[src/rtl/ext_display_pkg.sv]
// ext_display_pkg
// Shared constants and helpers for the output history display.
//   HEX_SEG    : hex digit to segment byte table (bit7..bit1 = a..g, bit0 = dp)
//   SEG_BLANK  : all-off segment byte
//   DP_BIT     : position of the decimal point inside a segment byte
//   hex_to_seg : encode one nibble plus decimal point into a segment byte
package ext_display_pkg;

    localparam int DP_BIT = 0;

    localparam logic [7:0] SEG_BLANK = 8'h00;

    // Index 0 is the least significant byte, so the list runs F down to 0.
    localparam logic [15:0][7:0] HEX_SEG = {
        8'h8E, 8'h9E, 8'h7A, 8'h1A, 8'h3E, 8'hEE, 8'hF6, 8'hFE,
        8'hE0, 8'hBE, 8'hB6, 8'h66, 8'hF2, 8'hDA, 8'h60, 8'hFC
    };

    function automatic logic [7:0] hex_to_seg(input logic [3:0] nibble, input logic dp);
        logic [7:0] seg;
        seg         = HEX_SEG[nibble];
        seg[DP_BIT] = dp;
        return seg;
    endfunction

endpackage

[src/rtl/seg7_word_encoder.sv]
// seg7_word_encoder
// Combinational encoder of one DATA_W-bit word into DATA_W/4 segment bytes.
// Ports:
//   word     in  DATA_W        word to display
//   blank    in  1             force every byte (dp included) to all-off
//   segments out (DATA_W/4)*8  segment bytes, most significant digit in the top byte;
//                              dp is lit only on the least significant digit
module seg7_word_encoder
    import ext_display_pkg::*;
#(
    parameter int DATA_W = 16
) (
    input  logic [DATA_W-1:0]         word,
    input  logic                      blank,
    output logic [(DATA_W/4)*8-1:0]   segments
);

    localparam int DIGITS = DATA_W / 4;

    // Per-digit encoding; digit 0 carries the decimal point.
    always_comb begin
        segments = {((DATA_W/4)*8){1'b0}};
        for (int d = 0; d < DIGITS; d++) begin
            if (blank) begin
                segments[d*8 +: 8] = SEG_BLANK;
            end else begin
                segments[d*8 +: 8] = hex_to_seg(word[d*4 +: 4], (d == 0));
            end
        end
    end

endmodule

[src/rtl/ext_output_history_display.sv]
// ext_output_history_display
// DEPTH-entry shift history of pushed words, scanned onto two 7-segment banks.
// Ports:
//   clock, reset       clock; synchronous active-high reset
//   push_en, out_en    a push happens only when both are 1
//   data_in            word to record (hist[0] is newest)
//   freeze             refuse pushes and count them in dropped
//   clear              clear history, count and dropped (scan keeps running)
//   blank_empty        show entries with index >= count as all-off
//   seg_a / seg_b      bank 0 shows hist[slot], bank 1 shows hist[slot+SLOTS]
//   select             one-hot slot select, MSB = slot 0
//   count              valid entries, saturating at DEPTH
//   dropped            refused pushes, saturating at 255
module ext_output_history_display
    import ext_display_pkg::*;
#(
    parameter int DATA_W   = 16,
    parameter int DEPTH    = 16,
    parameter int SCAN_DIV = 1
) (
    input  logic                         clock,
    input  logic                         reset,
    input  logic                         push_en,
    input  logic                         out_en,
    input  logic [DATA_W-1:0]            data_in,
    input  logic                         freeze,
    input  logic                         clear,
    input  logic                         blank_empty,
    output logic [(DATA_W/4)*8-1:0]      seg_a,
    output logic [(DATA_W/4)*8-1:0]      seg_b,
    output logic [DEPTH/2-1:0]           select,
    output logic [$clog2(DEPTH+1)-1:0]   count,
    output logic [7:0]                   dropped
);

    localparam int SLOTS  = DEPTH / 2;
    localparam int SEG_W  = (DATA_W / 4) * 8;
    localparam int CNT_W  = $clog2(DEPTH + 1);
    localparam int IDX_W  = $clog2(DEPTH);
    localparam int SLOT_W = (SLOTS > 1) ? $clog2(SLOTS) : 1;
    localparam int DIV_W  = (SCAN_DIV > 1) ? $clog2(SCAN_DIV) : 1;

    localparam logic [SLOT_W-1:0] SLOT_LAST = SLOT_W'(SLOTS - 1);
    localparam logic [DIV_W-1:0]  DIV_LAST  = DIV_W'(SCAN_DIV - 1);
    localparam logic [CNT_W-1:0]  CNT_FULL  = CNT_W'(DEPTH);

    logic [DATA_W-1:0] hist_r [DEPTH];
    logic [CNT_W-1:0]  count_r;
    logic [7:0]        dropped_r;
    logic [DIV_W-1:0]  div_r;
    logic [SLOT_W-1:0] slot_r;
    logic [SEG_W-1:0]  seg_a_r;
    logic [SEG_W-1:0]  seg_b_r;
    logic [SLOTS-1:0]  select_r;

    logic              push_s;
    logic [IDX_W-1:0]  idx_a_s;
    logic [IDX_W-1:0]  idx_b_s;
    logic [DATA_W-1:0] word_a_s;
    logic [DATA_W-1:0] word_b_s;
    logic              blank_a_s;
    logic              blank_b_s;
    logic [SEG_W-1:0]  enc_a_s;
    logic [SEG_W-1:0]  enc_b_s;
    logic [SLOTS-1:0]  select_s;

    assign push_s = push_en & out_en;

    // Scan prescaler and slot counter; only reset restarts the scan.
    always_ff @(posedge clock) begin
        if (reset) begin
            div_r  <= {DIV_W{1'b0}};
            slot_r <= {SLOT_W{1'b0}};
        end else if (div_r == DIV_LAST) begin
            div_r  <= {DIV_W{1'b0}};
            slot_r <= (slot_r == SLOT_LAST) ? {SLOT_W{1'b0}} : slot_r + SLOT_W'(1);
        end else begin
            div_r  <= div_r + DIV_W'(1);
        end
    end

    // History, occupancy and dropped counter; clear wins over freeze, freeze over push.
    always_ff @(posedge clock) begin
        if (reset || clear) begin
            for (int i = 0; i < DEPTH; i++) begin
                hist_r[i] <= {DATA_W{1'b0}};
            end
            count_r   <= {CNT_W{1'b0}};
            dropped_r <= 8'h00;
        end else if (push_s && freeze) begin
            if (dropped_r != 8'hFF) begin
                dropped_r <= dropped_r + 8'h01;
            end
        end else if (push_s) begin
            for (int i = DEPTH - 1; i > 0; i--) begin
                hist_r[i] <= hist_r[i-1];
            end
            hist_r[0] <= data_in;
            if (count_r != CNT_FULL) begin
                count_r <= count_r + CNT_W'(1);
            end
        end
    end

    // Select the two words for the current slot and decide blanking against the pre-update count.
    always_comb begin
        idx_a_s   = IDX_W'(slot_r);
        idx_b_s   = IDX_W'(slot_r) + IDX_W'(SLOTS);
        word_a_s  = hist_r[idx_a_s];
        word_b_s  = hist_r[idx_b_s];
        blank_a_s = blank_empty & (CNT_W'(idx_a_s) >= count_r);
        blank_b_s = blank_empty & (CNT_W'(idx_b_s) >= count_r);
        select_s  = {SLOTS{1'b0}};
        for (int s = 0; s < SLOTS; s++) begin
            select_s[SLOTS-1-s] = (slot_r == SLOT_W'(s));
        end
    end

    seg7_word_encoder #(.DATA_W(DATA_W)) u_enc_a (
        .word     (word_a_s),
        .blank    (blank_a_s),
        .segments (enc_a_s)
    );

    seg7_word_encoder #(.DATA_W(DATA_W)) u_enc_b (
        .word     (word_b_s),
        .blank    (blank_b_s),
        .segments (enc_b_s)
    );

    // Output registers; select stays all-zero until the first post-reset cycle.
    always_ff @(posedge clock) begin
        if (reset) begin
            seg_a_r  <= {SEG_W{1'b0}};
            seg_b_r  <= {SEG_W{1'b0}};
            select_r <= {SLOTS{1'b0}};
        end else begin
            seg_a_r  <= enc_a_s;
            seg_b_r  <= enc_b_s;
            select_r <= select_s;
        end
    end

    assign seg_a   = seg_a_r;
    assign seg_b   = seg_b_r;
    assign select  = select_r;
    assign count   = count_r;
    assign dropped = dropped_r;

endmodule
[config.mk]
export PLATFORM = sky130hd
export DESIGN_NAME = ext_output_history_display
export DESIGN_NICKNAME = d
export VERILOG_FILES = /design/src/rtl/ext_display_pkg.sv /design/src/rtl/seg7_word_encoder.sv /design/src/rtl/ext_output_history_display.sv
export SDC_FILE = /design/constraint.sdc
export NUM_CORES = 1
export LEC_CHECK = 0
export BUFFER_PORTS_ARGS = -buffer_cell sky130_fd_sc_hd__buf_2
export CAP_MARGIN = 10
export CORE_ASPECT_RATIO = 1.2
export CORE_MARGIN = 3
export CORE_UTILIZATION = 55
export DETAILED_ROUTE_END_ITERATION = 8
export GPL_ROUTABILITY_DRIVEN = 0
export PLACE_DENSITY = 0.76
export SYNTH_ARGS = -nofsm -noshare
export SYNTH_HDL_FRONTEND = slang
export SYNTH_SLANG_ARGS = --single-unit
[constraint.sdc]
create_clock -name clock -period 8.25 [get_ports clock]
set_input_delay 0.825 -clock clock [delete_from_list [all_inputs] [get_ports clock]]
set_output_delay 0.825 -clock clock [all_outputs]
set_load 0.03 [all_outputs]
=== Yosys cells after proc, flatten, opt, wreduce, memory -nomap -nowiden ===
Memories as Yosys holds them, arrays and structs flattened. A register that Yosys moved wholly into a read port is not among the register bits.
Index checks and enable logic that the tools add are counted.

* Memory bits (read-only): 1024
* Bits in writable memories: 256
* Word-level logic and storage cells: 88
* Output and inout port bits: 85
* Memories: 9
* Register bits: 33
* Input port bits: 23
* Bits in latches: 0

{| class="wikitable"
|+ Memories
! memory !! depth !! bits a word !! read ports !! clocked after Yosys merged registers in !! wr ports !! RTL line !! source
|-
| hist_r || 16 || 16 || 17 || 1 || 16 || ext_output_history_display.sv:47 || <nowiki>logic [DATA_W-1:0] hist_r [DEPTH];</nowiki>
|-
| (no name shown) || 16 || 8 || 1 || 1 || 0 || ext_display_pkg.sv:21 || <nowiki>seg = HEX_SEG[nibble];</nowiki>
|-
| (no name shown) || 16 || 8 || 1 || 1 || 0 || ext_display_pkg.sv:21 ||
|-
| (no name shown) || 16 || 8 || 1 || 1 || 0 || ext_display_pkg.sv:21 ||
|-
| (no name shown) || 16 || 8 || 1 || 1 || 0 || ext_display_pkg.sv:21 ||
|-
| (no name shown) || 16 || 8 || 1 || 1 || 0 || ext_display_pkg.sv:21 ||
|-
| 3 more memories || - || - || - || - || - || - ||
|}

* Bitwise gates (word level): 21
* Add/subtract/negate cells: 5
* Mux-type cells: 27
* Equality and inequality tests: 9
* Reductions and logical operators: 8
* Multipliers: 0
* Shift-type cells: 0
* Divide/modulo/power cells: 0
* Order comparisons: 2

{| class="wikitable"
|+ Operators by type and width
! kind !! count
|-
| $mux 16 || 16
|-
| $or 1x1->1 || 16
|-
| $eq 3x3->1 const B || 4
|-
| $add 8x1->8 const B || 1
|-
| $mux 1 || 8
|-
| $mux 4 || 2
|-
| $ne 8x8->1 const B || 1
|-
| $eq 3x2->1 const B || 2
|-
| $reduce_or 2->1 || 3
|-
| $add 5x1->5 const B || 1
|-
| $ge 3x5->1 || 1
|-
| $ge 4x5->1 || 1
|-
| $ne 5x5->1 const B || 1
|-
| $add 3x4->4 const B || 1
|-
| $add 3x1->3 const B || 1
|-
| $and 1x1->1 || 3
|-
| $eq 3x1->1 const B || 1
|-
| $logic_not 3->1 || 1
|-
| $mux 3 || 1
|-
| $reduce_and 3->1 || 1
|-
| $not 1->1 || 2
|-
| $reduce_and 2->1 || 1
|-
| $add 1x1->1 const B || 1
|-
| $logic_and 1x1->1 || 1
|-
| $logic_or 1x1->1 || 1
|}

=== Longest topological paths before layout ===
Gate-level depths: netlist (run 1).

* Word-level depth: 6
* Gate-level depth with buffers: 13
* Gate-level depth less buffers: 8

=== By module ===
Synthesis (run 1) repeated with hierarchy kept, for this count alone.

* Cells, all modules: 1252
* Area, all modules: 16545.9 um2

{| class="wikitable"
|+ Modules (own cells, without submodules)
! module !! times used !! cells an instance !! sequential area each (um2) !! area an instance (um2)
|-
| ext_output_history_display || 1 || 984 || 9529.1 || 14468.9
|-
| seg7_word_encoder || 2 || 134 || 0.0 || 1038.5
|}

=== Worst setup path after synthesis (run 1) ===
Ideal clock, no wire load.

* Kind: input to register
* From: input reset
* To: memory hist_r[0][0], enable pin
* Required time: 7586 ps
* Stages: 4
* Path slack: -36 ps
* Setup time: 664 ps
* Path buffers: 2
* Arrival time: 7621 ps
* Cells stage by stage: clkbuf_1 > or2_2 > clkbuf_1 > nand2b_1

{| class="wikitable"
|+ RTL lines
! what !! RTL line !! source
|-
| start: declaration || ext_output_history_display.sv:22 || <nowiki>input logic reset,</nowiki>
|-
| end: declaration || ext_output_history_display.sv:47 ||
|}

==> impl_metrics.toml, run 1 <==
[run_status]
outcome = "completed"

[synth]
yosysSeqAreaShare_pct = 58.16
yosysTopAreaCellShare_pct = 47.52
synth_area_mm2 = 0.01618
synth_top_area_cell = "edfxtp_1"
ys_top_cells_by_count = "and2_1, edfxtp_1, dfxtp_1"
synth_seq_cells = 342
yosys_warnings = 0
synth.most_common_cell = "and2_1"
postSynthAreaPerCell_um2 = 13.55
synth_cells = 1194
async_flop_share_pct = 0
netlist-cell-type-count = 72
ys_top_cells_by_area = "edfxtp_1, dfxtp_1, and2_1"
yosys_most_used_dff = "edfxtp_1"
synth-edff-count = 256

[power_and_ir_drop]
ir_drop_mv = 0.1872
power.total_mw = 3.925
internal_power_mw = 2.979
p_leak_nw = 7.281
comb_power_share_pct = 11.1
p_sw_mw = 0.9459
p_per_area_mw_per_mm2 = 219.5
p_sw_share_pct = 24.10
power_frac_clock_pct = 38.1
seqPwrFrac_pct = 50.8

[cells_and_area]
drive_above_1_share_pct = 18.80
syn_to_final_growth_pct = 10.54
fillers = 2165
fin_area_mm2 = 0.01788
antenna_cells = 0
final_core_util_pct = 62.00
nNetsFinal = 1364
stdcell_count = 1683

[drt]
via_count = 9293
remaining_drc_errors = 0
drt_iter0_drc = 758
ant_nets = 0
dr.pass1.iters = 5
post_drt_via_cell_ratio = 5.522
wl_per_cell_um = 17.07
wirelength_um = 28720

[timing]
max_clock_freq_mhz = 291.9
fin_crit_ns = 3.425
slew_headroom_pct = 30.19
tns_ns = 0
final_max_slew_viol_count = 0
worst_pin_slew_ns = 1.047
rsz0062_at_grt = "no"
holdWs_ns = 0.5355
setup_viol = 0
fin_ws_ns = 4.825
final_hold_viol_count = 0
finClkSkew_ns = 0.01401
fin_crit_sh_pct = 41.52

[place]
place_hpwl_um = 18270
postPlaceCellArea_mm2 = 0.01680
place_ws_ns = 4.315
port_buffers = 101
dp_cells = 1620

[flow_run]
cap_violations = 0

[clock_network]
clock_latency_ns = 0.50
root_buffer = "clkbuf_16"
h-tree-depth = 2
clk_path_buf_depth = 3
clk_pin_slew_ns = 0.06
cts.sinks = 342
postCtsHoldBufs = 0
cts_made_buffers = 35
cts_tree = "yes"
cts.repair.resized = 0
cts_setup_buffers = 0

[floorplanning]
start_util_pct = 56.09
row_count = 68
die-area_mm2 = 0.03152
chipHeight_um = 193.9
die_x_um = 162.6
ios = 108
coreArea_mm2 = 0.02884

[critical_path]
critical_path_class = "in -> reg"
cp_max_fo = 72
arrival_ns = 3.56
required_ns = 8.38
worst_setup_path_end_kind = "flip-flop"
start_kind = "input pin"

[grt]
grt_pass1_vias = 9305
antenna_found_initial = 0
grt_usage_pct = 18.38
overflow = 0
grt_pass1_wl_um = 47490
grt_max_degree = 143

[hold_path]
hp-class = "reg -> reg"
-- power groups by stage --
| stage | clock, mW | combinational (mW) | sequential [mW] |
|---|---|---|---|
| 2_1_floorplan | 0 | 0.294 | 2.08 |
| 3_3_place_gp | 0 | 0.430 | 2.02 |
| 3_5_place_dp | 0 | 0.438 | 2.03 |
| 4_1_cts | 1.53 | 0.441 | 1.99 |
| 5_1_grt | 1.60 | 0.483 | 2.00 |
| 6_report | 1.49 | 0.438 | 1.99 |
-- final cells by class --
type | count | area, µm² | area share, %
timing repair buffer | 112 | 588.1 | 3.288
clock inverter | 11 | 71.32 | 0.3988
sequential | 342 | 9413 | 52.63
tap | 385 | 481.7 | 2.694
inverter | 35 | 131.4 | 0.7346
multi-input combinational | 747 | 6190 | 34.61
clock buffer | 51 | 1008 | 5.639
-- final timing paths --
check / end / slack, ns / start / cells after the start
min reg2reg: dropped[7] / 0.54 / dropped[7] / 2
min: dropped[7] / 0.54 / dropped[7] / 2
max reg2reg: seg_a[23] / 4.87 / flip-flop / 7
max: hist_r[5][14] / 4.82 / reset / 5
-- layer usage --
layer	global-route usage, %	vias to the layer above	part of all wire [%]
li1	-	4459	-
met1	24.10	4571	42
met2	31.97	220	51
met3	2.799	43	4.3
met4	5.077	0	2.3
met5	0	-	0
-- flip-flops by register name, indices dropped and copies added (netlist names), named ones only --
name and count:
seg_a 29, hist_r 256, div_r 1, slot_r 3
dropped 8, seg_b 29, count 5, select 8
-- critical path, cell delays in order --
cell and delay, ns:
buf_2 0.18, or2_2 0.34, nand2b_4 0.49, buf_4 0.79
buf_4 0.82
-- kinds of logic after synthesis --
family	Yosys count	synth area share [%]
and+or+nand+nor	403	14.32
DFF	342	58.16
other	1	0.02318
muxes	117	11.52
buffers and inverters	111	3.813
adders and majority gates	68	5.259
xor gates and xnor gates	11	0.5955
AOI/OAI and AO/OA	141	6.311
-- placed cells by master (no fill, tap or decap), types with 7 or more instances in the layout --
master	Yosys	final
a21oi_1	28	28
a22oi_1	13	13
a311oi_1	10	10
and2_1	273	273
buf_2	13	101
buf_4	17	10
clkbuf_1	33	11
clkbuf_16	0	37
clkinv_1	0	7
conb_1	1	7
dfxtp_1	86	83
edfxtp_1	256	256
ha_1	68	68
inv_1	31	31
mux2i_1	54	54
mux4_2	44	44
nand2_1	43	43
nand3_1	8	8
nor2_1	32	31
nor2b_1	12	12
nor3_1	10	10
o21ai_0	21	21
o22ai_1	8	8
o31ai_1	7	7
No activity file was read; power rests on OpenSTA's default activity.
==> run 2, diff against run 1 <==
--- a/config.mk
+++ b/config.mk
@@ -12,7 +12,7 @@
 export CORE_UTILIZATION = 55
 export DETAILED_ROUTE_END_ITERATION = 8
 export GPL_ROUTABILITY_DRIVEN = 0
-export PLACE_DENSITY = 0.76
+export PLACE_DENSITY = 0.73
 export SYNTH_ARGS = -nofsm -noshare
 export SYNTH_HDL_FRONTEND = slang
 export SYNTH_SLANG_ARGS = --single-unit
==> constraint.sdc (replaced) <==
create_clock -name clock -period 3.25 [get_ports clock]
set_input_delay 0.325 -clock clock [delete_from_list [all_inputs] [get_ports clock]]
set_output_delay 0.325 -clock clock [all_outputs]
set_load 0.03 [all_outputs]
==> impl_metrics.toml, run 2 (synthesis results as in run 1) <==
[critical_path]
critical_path_buf_inv_count = 2
worst_setup_path_end_kind = "flip-flop"
critical_path_class = "reg -> reg"
slowest_delay_ns = 0.57
required_ns = 3.67
arrival_ns = 3.19
critPathTopFamily = "multiplexers"
cp_cell_sequence = "buf_4 > mux4_2 > mux2i_1 > inv_1 > ha_1 > nor2_2 > a211oi_1 > a311oi_1"
cp_slowest_cell = "dfxtp_2"
start_kind = "flip-flop"
cp_max_fo = 11

[timing]
max_clock_freq_mhz = 360.5
fin_crit_ns = 2.774
slew_headroom_pct = 50.98
rsz0062_at_grt = "no"
final_max_slew_viol_count = 0
worst_pin_slew_ns = 0.7257
holdWs_ns = 0.08645
tns_ns = 0
setup_viol = 0
final_hold_viol_count = 0
fin_crit_sh_pct = 85.35
finClkSkew_ns = 0.02764

[grt]
grt_pass1_vias = 9393
grt_max_degree = 121
antenna_found_initial = 0
grt_usage_pct = 19.05
grt_pass1_wl_um = 49070
overflow = 0

[cells_and_area]
syn_to_final_growth_pct = 12.21
antenna_cells = 0
top_register = "hist_r"
mostFrequentLayoutCells = "and2_1, edfxtp_1, buf_2"
largest_reg_flops = 256
drive_above_1_share_pct = 20.29
final_common_cell = "and2_1"
fillers = 2184
regArea_mm2 = 0.009413
multi_input_area_mm2 = 0.006190
nNetsFinal = 1382

[place]
port_buffers = 101
place_hpwl_um = 19540

[clock_network]
postCtsHoldBufs = 0
clock_latency_ns = 0.52
clk_pin_slew_ns = 0.06
clk_path_buf_depth = 3
cts.repair.resized = 0
cts.sinks = 342
root_buffer = "clkbuf_16"
h-tree-depth = 2
cts_made_buffers = 36
cts_setup_buffers = 0
cts_tree = "yes"

[floorplanning]
ios = 108
coreArea_mm2 = 0.02884
start_util_pct = 56.09
die-area_mm2 = 0.03152
chipHeight_um = 193.9
row_count = 68
die_x_um = 162.6

[power_and_ir_drop]
p_per_area_mw_per_mm2 = 557.6
ir_drop_mv = 0.5925
p_leak_nw = 7.420

[drt]
drt_iter0_drc = 814
wirelength_um = 29880
post_drt_via_cell_ratio = 5.491
remaining_drc_errors = 0
dr.pass1.iters = 5
ant_nets = 0
wl_per_cell_um = 17.57
via_count = 9340

[flow_run]
cap_violations = 0

[run_status]
outcome = "completed"

[hold_path]
hp-class = "in -> reg"
## run 2: cell types whose count changed in the layout (fill, tap and decap cells not counted)
cell / change
buf_12: +9
buf_4: +9
bufinv_16: +1
clkbuf_1: -5
clkbuf_4: -1
clkbuf_8: -1
clkinv_2: +5
clkinvlp_4: +1
## run 2: layout make-up
cell class	instances	area share [%]
Clock inverter	18	0.7375
Multi-Input combinational cell	747	34.10
Timing Repair Buffer	129	4.563
Clock buffer	45	5.376
Inverter	35	0.7237
Sequential cell	342	51.85
Tap cell	385	2.654
## run 2: worst reg2reg max path, cell delays in order (launching register included)
cell      delay, ns
dfxtp_2        0.57
buf_4          0.32
mux4_2         0.53
mux2i_1        0.41
inv_1          0.16
ha_1           0.25
nor2_2         0.13
a211oi_1       0.06
a311oi_1       0.25
## run 2: through the flow
| step | util [%] | std cells | cell area, µm² | setup WS, ns | total power, mW |
|---|---|---|---|---|---|
| 6_report | 62.94 | 1701 | 18150 | 0.4761 | 10.12 |
| 5_1_grt | 62.94 | 1701 | 18150 | 0.2896 | 10.51 |
| 4_1_cts | 62.94 | 1701 | 18150 | 0.4936 | 10.21 |
| 3_5_place_dp | 59.09 | 1638 | 17040 | 0.5234 | 6.303 |
| 3_3_place_gp | 59.09 | 1638 | 17040 | 0.6156 | 6.280 |
| 2_1_floorplan | - | 1200 | 16210 | 0.05827 | 6.006 |
## run 2: routing by layer
metal,share of wire (%),up-vias,track usage [%],wire [µm]
met1,44,4631,25.18,13090
li1,-,4488,-,-
met5,0,-,0,0
met2,50,173,32.45,14970
met4,2.5,0,5.892,762
met3,3.5,48,3.120,1060
## run 2: path summary, 6_finish.rpt
kind	startpoint	to	slack, ns	depth (start not counted)
min reg2reg	hist_r[2][11]	hist_r[3][11]	0.52	1
max reg2reg	flip-flop	seg_a[6]	0.48	8
max	flip-flop	seg_a[6]	0.48	8
min	data_in[12]	hist_r[0][12]	0.09	2
## run 2: where the power goes
group	leakage (nW)	internal (mW)	switching [mW]
registers	3.59	4.93	0.112
logic	3.28	0.434	0.735
clock network	0.548	2.28	1.63
==> run 3, diff against run 2 <==
--- a/config.mk
+++ b/config.mk
@@ -13,6 +13,7 @@
 export DETAILED_ROUTE_END_ITERATION = 8
 export GPL_ROUTABILITY_DRIVEN = 0
 export PLACE_DENSITY = 0.73
+export RECOVER_POWER = 50
 export SYNTH_ARGS = -nofsm -noshare
 export SYNTH_HDL_FRONTEND = slang
 export SYNTH_SLANG_ARGS = --single-unit
==> impl_metrics.toml, run 3 (synthesis results as in run 1) <==
[power_and_ir_drop]
ir_drop_mv = 0.5943
p_per_area_mw_per_mm2 = 560.9
comb_power_share_pct = 11.3
power_frac_clock_pct = 38.7
internal_power_mw = 7.618
p_sw_mw = 2.478
p_leak_nw = 7.030
seqPwrFrac_pct = 50.0
p_sw_share_pct = 24.54

[timing]
setup_viol = 0
max_clock_freq_mhz = 354.1
finClkSkew_ns = 0.02339
holdWs_ns = 0.08921
worst_pin_slew_ns = 1.762
rsz0062_at_grt = "no"
slew_headroom_pct = -17.89
fin_crit_ns = 2.824
fin_crit_sh_pct = 86.89
fin_ws_ns = 0.4262
final_max_slew_viol_count = 23
tns_ns = 0
final_hold_viol_count = 0

[critical_path]
critPathTopFamily = "buffers and inverters"
start_kind = "flip-flop"
worst_setup_path_end_kind = "flip-flop"
cp_max_fo = 10
cp_cell_sequence = "clkbuf_1 > mux4_2 > mux2i_1 > buf_4 > inv_1 > ha_1 > a2111oi_0 > a31o_2"
cp_slowest_cell = "dfxtp_1"
slowest_delay_ns = 0.53
r2r_slack_ns = 0.43
critical_path_buf_inv_count = 3
required_ns = 3.70
critical_path_class = "reg -> reg"
arrival_ns = 3.28

[drt]
ant_nets = 0
remaining_drc_errors = 0
dr.pass1.iters = 5
wirelength_um = 29860
drt_iter0_drc = 771
via_count = 9309
wl_per_cell_um = 17.55
post_drt_via_cell_ratio = 5.473

[cells_and_area]
drive_above_1_share_pct = 13.83
top_register = "hist_r"
mostFrequentLayoutCells = "edfxtp_1, and2_1, clkbuf_1"
nNetsFinal = 1382
syn_to_final_growth_pct = 11.26
final_common_cell = "edfxtp_1"
antenna_cells = 0
fillers = 2228
fin_area_mm2 = 0.01800
largest_reg_flops = 256
final_core_util_pct = 62.41

[clock_network]
clock_latency_ns = 0.51
clk_path_buf_depth = 3
h-tree-depth = 2
cts_made_buffers = 36
root_buffer = "clkbuf_16"
clk_pin_slew_ns = 0.06
cts_setup_buffers = 0
postCtsHoldBufs = 0
cts_tree = "yes"
cts.repair.resized = 0
cts.sinks = 342

[floorplanning]
start_util_pct = 56.09
coreArea_mm2 = 0.02884
row_count = 68
chipHeight_um = 193.9
ios = 108
die_x_um = 162.6
die-area_mm2 = 0.03152

[hold_path]
hp-class = "in -> reg"

[grt]
grt_pass1_wl_um = 49070
overflow = 0
grt_max_degree = 121
grt_pass1_vias = 9393
antenna_found_initial = 0
grt_usage_pct = 19.05

[place]
postPlaceCellArea_mm2 = 0.01704
port_buffers = 101
place_ws_ns = 0.5234
place_hpwl_um = 19540

[flow_run]
cap_violations = 1

[run_status]
outcome = "complete, but fails checks"
violations = "capacitance limit, slew limit"
run 3: cell types whose count changed in the layout (fill, tap and decap cells not counted), sizes merged:
cell / before / now
clkbuf: 45 / 128
buf: 129 / 46
run 3: layout make-up:
class | count | area, µm² | share of cell area (%)
Clock buffer | 45 | 975.9 | 5.422
Clock inverter | 18 | 133.9 | 0.7438
Inverter | 35 | 131.4 | 0.7299
Multi-Input combinational cell | 747 | 6175 | 34.30
Sequential cell | 342 | 9412 | 52.29
Tap cell | 385 | 481.7 | 2.676
Timing Repair Buffer | 129 | 690.7 | 3.837
run 3: worst register-to-register path, cell delays in order (launching register included):
cell	delay, ns
dfxtp_1	0.53
clkbuf_1	0.52
mux4_2	0.42
mux2i_1	0.16
buf_4	0.18
inv_1	0.08
ha_1	0.26
a2111oi_0	0.46
a31o_2	0.17
run 3: power by group through the flow:
stage	combinational, mW	clock (mW)	sequential [mW]
floorplan	0.747	0	5.26
global placement	1.15	0	5.13
detailed placement	1.17	0	5.13
CTS	1.18	3.99	5.05
global route	1.25	4.16	5.08
finish	1.14	3.91	5.05
run 3: through the flow:
step | std cells | power, mW
floorplan | 1200 | 6.006
global placement | 1638 | 6.280
detailed placement | 1638 | 6.303
CTS | 1701 | 10.21
global route | 1701 | 10.48
finish | 1701 | 10.10
run 3: path summary, 6_finish.rpt:
kind	cells after the start	to	from
max	8	seg_b[12]	slot_r[1]
min	2	hist_r[0][14]	data_in[14]
max reg2reg	8	seg_b[12]	slot_r[1]
min reg2reg	1	hist_r[3][11]	hist_r[2][11]
run 3: layer usage:
metal  part of all wire (%)  global-route usage [%]  up-vias
met2                     50                   32.45      181
met5                      0                       0        -
met1                     44                   25.18     4589
met3                    3.8                   3.120       51
li1                       -                       -     4488
met4                    2.6                   5.892        0
